File: config.mk
export PLATFORM = sky130hd
export DESIGN_NAME = rca_seq_ctrl
export DESIGN_NICKNAME = d
export VERILOG_FILES = /design/src/rtl/rca_seq_ctrl.sv
export SDC_FILE = /design/constraint.sdc
export NUM_CORES = 1
export LEC_CHECK = 0
export ABC_AREA = 1
export CAP_MARGIN = 0
export CORE_ASPECT_RATIO = 0.9
export CORE_UTILIZATION = 55
export DETAILED_ROUTE_END_ITERATION = 8
export DONT_BUFFER_PORTS = 1
export GPL_ROUTABILITY_DRIVEN = 0
export GPL_TIMING_DRIVEN = 0
export PLACE_DENSITY_LB_ADDON = 0.1
export REMOVE_ABC_BUFFERS = 1
export SYNTH_ARGS = -nofsm -noshare
export SYNTH_HDL_FRONTEND = slang
export SYNTH_SLANG_ARGS = --single-unit
File: constraint.sdc
create_clock -name clk -period 3.8 [get_ports clk]
set_input_delay 0.76 -clock clk [delete_from_list [all_inputs] [get_ports clk]]
set_output_delay 0.76 -clock clk [all_outputs]
set_load 0.005 [all_outputs]
File: src/rtl/rca_seq_ctrl.sv
// rca_seq_ctrl: word-serial W*N-bit adder that drives one external W-bit ripple-carry slice.
// Define RCA_SEQ_SUB_EN to add the sub input (A - B) and the signed-overflow output ovf.
module rca_seq_ctrl #(
  parameter int W = 2,
  parameter int N = 4,
  parameter int CNT_W = 2
) (
  input  logic           clk,
  input  logic           rst_n,
  input  logic           start,
  input  logic [W*N-1:0] op_a,
  input  logic [W*N-1:0] op_b,
  input  logic           cin,
`ifdef RCA_SEQ_SUB_EN
  input  logic           sub,
  output logic           ovf,
`endif
  output logic           busy,
  output logic           done,
  input  logic           ack,
  output logic [W*N-1:0] sum,
  output logic           cout,
  output logic [W-1:0]   add_a,
  output logic [W-1:0]   add_b,
  output logic           add_ci,
  input  logic [W-1:0]   add_s,
  input  logic           add_co
);
  typedef enum logic [1:0] {IDLE, RUN, DONE} state_t;
  state_t state, state_nxt;
  logic [W*N-1:0] a_reg, b_reg;
  logic carry;
  logic [CNT_W-1:0] idx;
  logic last;
  assign last = idx == CNT_W'(N - 1);
  always_ff @(posedge clk) begin
    if (!rst_n) state <= IDLE;
    else state <= state_nxt;
  end
  always_comb begin
    state_nxt = state;
    busy = 1'b0;
    done = 1'b0;
    add_a = '0;
    add_b = '0;
    add_ci = 1'b0;
    case (state)
      IDLE: state_nxt = start ? RUN : IDLE;
      RUN: begin
        busy = 1'b1;
        add_a = a_reg[idx*W +: W];
        add_b = b_reg[idx*W +: W];
        add_ci = carry;
        state_nxt = last ? DONE : RUN;
      end
      DONE: begin
        done = 1'b1;
        state_nxt = ack ? IDLE : DONE;
      end
      default: state_nxt = IDLE;
    endcase
  end
  always_ff @(posedge clk) begin
    if (!rst_n) begin
      a_reg <= '0;
      b_reg <= '0;
      carry <= 1'b0;
      idx <= '0;
      sum <= '0;
      cout <= 1'b0;
`ifdef RCA_SEQ_SUB_EN
      ovf <= 1'b0;
`endif
    end else if (state == IDLE && start) begin
      a_reg <= op_a;
`ifdef RCA_SEQ_SUB_EN
      b_reg <= sub ? ~op_b : op_b;
      carry <= sub | cin;
`else
      b_reg <= op_b;
      carry <= cin;
`endif
      idx <= '0;
    end else if (state == RUN) begin
      sum[idx*W +: W] <= add_s;
      carry <= add_co;
      idx <= last ? idx : idx + 1'b1;
      if (last) cout <= add_co;
`ifdef RCA_SEQ_SUB_EN
      // carry into the MSB is recovered from the top slice's sum bit
      if (last) ovf <= add_a[W-1] ^ add_b[W-1] ^ add_s[W-1] ^ add_co;
`endif
    end
  end
endmodule
==> reports/summary.txt, run 1 <==
Outcome: finished, final reports clean
Min-Delay Path Depth: 2
Most frequently used cell type in the post-synthesis netlist: nor2_1
Number of flops mapped to enable cells by yosys: 0
Port buffer count: 0
Startpoint of the tightest hold check path: sum[2]
DPL Wire Length: 2.04 mm
Hold/Removal Path Class: reg -> reg
Later-pin clock latency in the skew report: 330 ps
Sink of the worst hold path: sum[2]
Number of instances in the synthesized netlist: 194
Register-to-register setup slack: 1660 ps
DRC: 0
Yosys cell types: 19
Capturing point of the worst reg2reg path: sum[7]
Fmax: 407 MHz
Post-layout instance area: 1420 µm²
Startpoint-to-endpoint class of the critical path: reg -> out
Commonest register cell after synthesis: dfxtp_1
Post-layout nets: 224
Pre-CTS setup slack: 1700 ps
Final setup violation count: 0
Reg area: 601 µm²
Final antenna diode count: 0
Floorplan die area: 2690 µm²
CTS tree: done
Arrival time at the worst endpoint: 1700 ps
Dominant cells by area after synthesis: dfxtp_1, nor2_1, o21ai_0
Peak supply drop: 0.262 mV
Library cell with the largest summed area after synthesis: dfxtp_1
Post-route antenna net violation count: 0
Power density over the cells: 423 nW/µm²
Launch point of the worst reg-to-reg path: idx[0]
H-Tree Depth: 2
Avg Cell Area, Syn: 7.04 µm²
Total count of max-transition violations in the final report: 0
Setup repair after global routing missed its margin: no
Fill cell count: 223
Required time at the endpoint of the critical path: 3040 ps
Vert. Die Dim: 49.3 µm
PnR Total Power: 600 µW
Critical path peak fanout: 15
Sum Neg Setup Slack: 0 ps
Setup Buffers After CTS: 0
Wire length after detailed routing: 2.97 mm
Actual slew at the worst max-slew pin: 504 ps
Number of synthesis warnings: 0
# rows: 16
Min cycle time layout: 2460 ps
Global-route wire length before repair: 4.83 mm
Kind of launch point of the worst setup path: flop
Detailed-route vias per instance: 5.61
Hold violation total from the final report: 0
Area growth from synthesis to final layout: 3.85%
Number of clock buffers inserted by TritonCTS: 5
Routed len/inst: 13.4 µm
Final WS setup: 1340 ps
Total number of clock tree sinks: 30
Worst slew margin relative to its limit: 66.3%
Count of maximum capacitance violations: 0
P_leak: 0.000548 µW
Post-route fraction of the period consumed by the critical path: 64.7%
Sequential-to-total area share from yosys stat: 44.0%
Maximum number of pins on one net before global-route repair: 21
Most frequent cells after synthesis: nor2_1, dfxtp_1, o21ai_0, nand2_1, a21oi_1
Total of hold buffers inserted after clock tree synthesis: 0
Number of ports placed on the die boundary: 40
Number of cells on the worst reg-to-reg path: 6
Startpoint of the worst setup timing path: idx[0]
Worst Skew: 5.52 ps
Combined global-route utilization of all metal layers: 25.8%
Via count of the first global-routing pass: 1131
GR Overflow Total: 0
Proportion of synthesized flip-flops having asynchronous set or reset: 0%
Core region area: 2260 µm²
Hold Worst Slack: 486 ps
Total area of multi-input combinational cells: 681 µm²
Deepest clock path buffer count: 2
Fraction of final layout cells sized beyond drive strength 1: 6.19%
Initial antenna violation count: 0
Root buffer cell: clkbuf_4
Number of vias after detailed routing: 1239
Syn Std Cell Area: 1370 µm²
Cell area reported after detailed placement: 1370 µm²
Number of register bits inferred by synthesis: 30
Kind of end point of the critical path: output pin
First-pass DRT Iterations: 4
Floorplan die width: 54.5 µm
Number of cells upsized or downsized after cts: 0
Worst-path clk slew: 80 ps
Top cell type's share of synthesized area: 44.0%
Starting density of the core: 60.4%
Violation count after the first detailed-routing iteration: 35
-- layout make-up --
| class | instances | area share [%] |
|---|---|---|
| Clock buffer | 6 | 3.62 |
| Sequential cell | 30 | 42.3 |
| Tap cell | 27 | 2.38 |
| Multi-Input combinational cell | 144 | 48.0 |
| Inverter | 14 | 3.70 |
-- through the flow --
step	util, %	instances
after floorplan	-	188
after global placement	60.5	215
after detailed placement	60.5	215
after CTS	62.7	221
after global routing	62.7	221
final	62.7	221
-- report_power, final --
group / internal (µW) / total [µW] / switching, µW
clock network: 83.2 / 183 / 100
registers: 333 / 345 / 12.9
logic: 24.5 / 71.2 / 46.7
-- routing by layer --
layer	global-route usage [%]	routed length (µm)	part of all wire, %	vias up
met5	0	0	0	-
met4	8.12	35	1.2	0
met3	13.1	252	8.5	5
met2	38.8	1370	46	45
met1	31.3	1310	44	564
li1	-	-	-	625
-- worst max-delay path by stage --
stage	endpoint	cells past startpoint	slack [ps]
2_1_floorplan	add_b[0]	3	2040
3_3_place_gp	sum[6]	6	1760
3_5_place_dp	sum[7]	6	1700
4_1_cts	add_a[1]	3	1370
5_1_grt	add_a[0]	3	1210
6_report	add_b[1]	3	1340
-- layout by cell type (no fill, tap or decap) --
master and count:
a21oi_1 17, dfxtp_1 30, nand2_1 24, nand3_4 1
nor3_1 2, inv_1 9, clkbuf_4 5, o21ai_0 27
clkbuf_8 1, nand4_1 2, nand2_4 1, nor2_1 56
inv_2 3, clkinv_1 2, nand3_1 8, ha_1 5
or2_2 1
-- cell families after synthesis --
kind of cell               after synthesis  synth area share, %
adders and majority gates                5                 4.58
AOI/OAI and AO/OA                       44                 16.1
and+or+nand+nor                         95                 29.1
DFF                                     30                 44.0
buffers and inverters                   20                 6.23
-- critical path: stages (launching register included) --
cell	delay (ps)
dfxtp_1	640
inv_1	360
o21ai_0	250
a21oi_1	110
Power figures use the tool's default switching activity.
==> run 2, diff against run 1 <==
clock period = 2.1 ns   (was 3.8 ns; I/O delays follow)
==> run 2 against run 1 <==
Net effect: clock skew is 0.75 ps lower; non-clock buffer count stayed put; sequential share of layout area is 0.051 points higher; core utilization is 0.055 points higher; register-to-register slack worse by 1400 ps; wire length is 0.24% lower; power is 81% higher; clock-buffer cell count stayed put; critical path type unchanged.
==> reports/summary.txt, run 2 (synthesized netlist as in run 1, its figures left out) <==
Setup repair after global routing missed its margin: no
Count of maximum capacitance violations: 0 (unchanged)
Startpoint-to-endpoint class of the critical path: reg -> out
Hold violation total from the final report: 0 (unchanged)
Commonest cells after routing, fill and taps aside: nor2_1, dfxtp_1, o21ai_0
Total count of max-transition violations in the final report: 0 (unchanged)
Number of vias after detailed routing: 1228 (-0.89%)
Core region area: 2260 µm² (unchanged)
Post-route antenna net violation count: 0 (unchanged)
Floorplan die width: 54.5 µm (unchanged)
Critical path peak fanout: 15 (unchanged)
Top Family by Delay on Critical Path: flip-flops
Peak supply drop: 0.474 mV (+81%)
Total number of clock tree sinks: 30 (unchanged)
Min-Delay Path Depth: 2 (unchanged)
Post-layout nets: 224 (unchanged)
Post-route fraction of the period consumed by the critical path: 90.2%
Levels on crit path: 3 (unchanged)
Final antenna diode count: 0 (unchanged)
Later-pin clock latency in the skew report: 320 ps (about the same)
Number of cells upsized or downsized after cts: 1 (+1)
# rows: 16 (unchanged)
DRC: 0 (unchanged)
Port buffer count: 0 (unchanged)
P_leak: 0.000548 µW (about the same)
Worst slew margin relative to its limit: 71.1% (+4.7 points)
Total of hold buffers inserted after clock tree synthesis: 0 (unchanged)
Final setup violation count: 0 (unchanged)
Violation count after the first detailed-routing iteration: 50 (+43%)
Area growth from synthesis to final layout: 3.94% (about the same)
Setup Buffers After CTS: 0 (unchanged)
CTS tree: done
Power density over the cells: 763 nW/µm² (+80%)
Cell area reported after detailed placement: 1370 µm² (unchanged)
Worst Skew: 4.77 ps (-0.746 ps)
Post-layout instance area: 1420 µm² (about the same)
Number of cells on the worst reg-to-reg path: 6 (unchanged)
Combined global-route utilization of all metal layers: 25.8% (unchanged)
Worst-path clk slew: 80 ps (about the same)
Critical Path Slowest Stage Cell: dfxtp_2
Worst path cell trace: inv_1, o21ai_0, a21oi_1
Arrival time at the worst endpoint: 1470 ps (-230 ps)
Routed len/inst: 13.4 µm (-0.24%)
Number of ports placed on the die boundary: 40 (unchanged)
Fmax: 528 MHz
Root buffer cell: clkbuf_4
Vert. Die Dim: 49.3 µm (unchanged)
Hold/Removal Path Class: in -> reg
Detailed-route vias per instance: 5.56 (-0.89%)
Most common cell after layout, fill and taps aside: nor2_1
Buf/Inv on CP: 1 (unchanged)
First-pass DRT Iterations: 4 (unchanged)
Kind of end point of the critical path: output pin
DPL Wire Length: 2.04 mm (unchanged)
H-Tree Depth: 2 (unchanged)
GR Overflow Total: 0 (unchanged)
Number of clock buffers inserted by TritonCTS: 5 (unchanged)
Global-route wire length before repair: 4.83 mm (unchanged)
Kind of launch point of the worst setup path: flop
Actual slew at the worst max-slew pin: 434 ps (-70.8 ps)
Outcome: finished, final reports clean
Fraction of final layout cells sized beyond drive strength 1: 6.70% (+0.52 points)
Initial antenna violation count: 0 (unchanged)
Deepest clock path buffer count: 2 (unchanged)
Starting density of the core: 60.4% (unchanged)
Floorplan die area: 2690 µm² (unchanged)
Required time at the endpoint of the critical path: 1680 ps (-1360 ps)
Delay of the slowest cell on the worst path: 410 ps (-230 ps)
Sum Neg Setup Slack: 0 ps (unchanged)
Via count of the first global-routing pass: 1131 (unchanged)
Maximum number of pins on one net before global-route repair: 21 (unchanged)
Wire length after detailed routing: 2.96 mm (-0.24%)
Min cycle time layout: 1890 ps
## run 2: cell counts in the layout (fill, tap and decap cells not counted)
No cell type changed its count.
## run 2: layout make-up
class	instances	area, µm²
inverters	14	52.6
flip-flops and latches	30	602
multi-input cells	144	681
fillers	225	842
clock buffers	6	51.3
well taps	27	33.8
## run 2: per-stage QoR
stage / total power [µW] / cells / utilization [%] / hold WS (ps) / setup slack, ps
final: 1080 / 221 / 62.8 / 219 / 205
after global placement: 758 / 215 / 60.5 / 462 / 58.8
after detailed placement: 767 / 215 / 60.5 / 471 / 3.24
after floorplan: 736 / 188 / - / 449 / 368
after CTS: 1090 / 221 / 62.8 / 210 / 192
after global routing: 1150 / 221 / 62.8 / 201 / 58.3
## run 2: path summary, 6_finish.rpt
path	from	end	slack (ps)
min	rst_n	b_reg[3]	220
max reg2reg	idx[0]	sum[7]	220
min reg2reg	sum[2]	sum[2]	490
max	idx[0]	add_b[1]	210
## run 2: routing by layer
metal	routed length (µm)	global-route usage, %
met2	1380	38.8
met5	0	0
met1	1290	31.3
met3	247	13.1
met4	42	8.12
## run 2: power by group
part / switching (µW) / leakage, µW / internal (µW)
sequential: 23.5 / 0.000247 / 602
combinational: 83.8 / 0.000271 / 44.3
clock: 179 / 0.0000302 / 150
total: 287 / 0.000548 / 797
## run 2: worst register-to-register path: cells and delay by family, from the launching register on
family,cells,cell delay (ps)
adder cells (fa/ha/maj),1,440
AND/OR/NAND/NOR,3,500
flip-flops,1,490
AO/OA/AOI/OAI,1,110
buffers and inverters,1,280
==> run 3, diff against run 2 <==
PLACE_DENSITY = 0.79   (was unset)
PLACE_DENSITY_LB_ADDON = unset   (was 0.1)
==> run 3 against run 2 <==
Net effect: wire length is 0.88% higher; first-iteration DRC count fell by 34%; sequential share of layout area fell by 0.26 points; non-clock buffer count is the same; largest power group unchanged.
==> reports/summary.txt, run 3 (synthesized netlist as in run 1, its figures left out) <==
Outcome: finished, final reports clean
Worst slew margin relative to its limit: 71.2% (+0.17 points)
Commonest cells after routing, fill and taps aside: nor2_1, dfxtp_1, o21ai_0
Floorplan die width: 54.5 µm (unchanged)
Total number of clock tree sinks: 30 (unchanged)
Root buffer cell: clkbuf_4
Number of vias after detailed routing: 1266 (+3.1%)
Delay of the slowest cell on the worst path: 490 ps (+80 ps)
Hold/Removal Path Class: in -> reg
Combined global-route utilization of all metal layers: 25.7% (-0.048 points)
# rows: 16 (unchanged)
Peak supply drop: 0.519 mV (+9.4%)
Number of clock buffers inserted by TritonCTS: 5 (unchanged)
Min cycle time layout: 1930 ps (+39.5 ps)
Fill cell count: 210 (-6.7%)
Floorplan die area: 2690 µm² (unchanged)
Buf/Inv on CP: 1 (unchanged)
Worst Skew: 7.32 ps (+2.55 ps)
Post-layout nets: 224 (unchanged)
Sum Neg Setup Slack: 0 ps (unchanged)
Hold violation total from the final report: 0 (unchanged)
Setup repair after global routing missed its margin: no
Final antenna diode count: 0 (unchanged)
Total of hold buffers inserted after clock tree synthesis: 0 (unchanged)
Cell area reported after detailed placement: 1370 µm² (unchanged)
Final setup violation count: 0 (unchanged)
Reg area: 602 µm² (unchanged)
Critical Path Slowest Stage Cell: dfxtp_2
Maximum number of pins on one net before global-route repair: 21 (unchanged)
Kind of end point of the critical path: flop
Top Family by Delay on Critical Path: simple AND/OR/NAND/NOR gates
Fmax: 517 MHz (-2.0%)
Post-route fraction of the period consumed by the critical path: 92.1% (+1.9 points)
Global-route wire length before repair: 4.88 mm (+0.99%)
Total area of multi-input combinational cells: 681 µm² (unchanged)
Port buffer count: 0 (unchanged)
Starting density of the core: 60.4% (unchanged)
Post-route antenna net violation count: 0 (unchanged)
Core region area: 2260 µm² (unchanged)
H-Tree Depth: 2 (unchanged)
Later-pin clock latency in the skew report: 330 ps (about the same)
Post-layout instance area: 1430 µm² (+0.62%)
CTS tree: done
Area growth from synthesis to final layout: 4.58%
Worst-path clk slew: 100 ps (+20 ps)
Routed len/inst: 13.4 µm (about the same)
Actual slew at the worst max-slew pin: 431 ps (-2.59 ps)
Deepest clock path buffer count: 2 (unchanged)
GR Overflow Total: 0 (unchanged)
Cell Count Post-Placement: 215 (unchanged)
Startpoint-to-endpoint class of the critical path: reg -> reg
Worst path cell trace: inv_1, ha_1, or2_2, nor2_1, nand2_1, a21oi_1
Detailed-route vias per instance: 5.68 (+2.2%)
DRC: 0 (unchanged)
Most common cell after layout, fill and taps aside: nor2_1
Critical path peak fanout: 15 (unchanged)
Kind of launch point of the worst setup path: flop
Via count of the first global-routing pass: 1134 (+0.27%)
Hold Worst Slack: 211 ps (-8.66 ps)
DPL Wire Length: 2.12 mm (+4.1%)
Initial antenna violation count: 0 (unchanged)
Fraction of final layout cells sized beyond drive strength 1: 7.14% (+0.44 points)
Violation count after the first detailed-routing iteration: 33 (-34%)
Arrival time at the worst endpoint: 2190 ps (+720 ps)
Total count of max-transition violations in the final report: 0 (unchanged)
Number of ports placed on the die boundary: 40 (unchanged)
Power density over the cells: 780 nW/µm² (+2.2%)
Required time at the endpoint of the critical path: 2350 ps (+670 ps)
Vert. Die Dim: 49.3 µm (unchanged)
P_leak: 0.000553 µW (+0.93%)
Wire length after detailed routing: 2.99 mm (+0.88%)
Final standard cell count with taps included and fillers excluded: 223 (+0.90%)
First-pass DRT Iterations: 4 (unchanged)
Count of maximum capacitance violations: 0 (unchanged)
==> run 3: cell count changes in the layout (fill, tap and decap cells not counted) <==
cell and change:
clkbuf_1 +1, clkinv_2 +1
==> run 3: power by group <==
group,internal [µW],leakage (µW),switching (µW)
clock,162,0.0000353,197
combinational,44.3,0.000271,86.2
sequential,602,0.000247,23.4
==> run 3: final timing paths <==
path	start	to	slack [ps]	depth (start not counted)
max	idx[0]	sum[6]	170	6
min	rst_n	a_reg[1]	210	2
max reg2reg	idx[0]	sum[6]	170	6
min reg2reg	a_reg[7]	a_reg[7]	490	2
==> run 3: metrics by stage <==
step / power, µW / worst slack [ps] / util [%]
6_report: 1110 / 166 / 63.2
5_1_grt: 1170 / 5.66 / 63.2
4_1_cts: 1120 / 171 / 63.2
3_5_place_dp: 768 / 32.1 / 60.5
3_3_place_gp: 757 / 98.5 / 60.5
2_1_floorplan: 736 / 368 / -
==> run 3: per-layer routing <==
| layer | GRT usage, % | share of wire (%) | up-vias |
|---|---|---|---|
| li1 | - | - | 630 |
| met3 | 11.8 | 9.0 | 8 |
| met1 | 30.7 | 43 | 577 |
| met2 | 39.2 | 46 | 51 |
| met5 | 0 | 0 | - |
| met4 | 9.83 | 1.8 | 0 |
==> run 3: layout make-up <==
class | count | share of cell area, %
multi-input cells | 144 | 47.6
clock inverters | 1 | 0.350
well taps | 27 | 2.36
inverters | 14 | 3.68
clock buffers | 7 | 3.85
flip-flops and latches | 30 | 42.1
==> run 3: worst register-to-register path: stages, from the launching register on <==
cell and delay [ps]:
dfxtp_2 490, inv_1 280, ha_1 430, or2_2 310, nor2_1 130, nand2_1 70
a21oi_1 140
==> run 3: repair_timing <==
action	4_1_cts	5_1_grt
buffers inserted	0	0
endpoints found under the setup margin	2	0
gates resized for setup	1	0
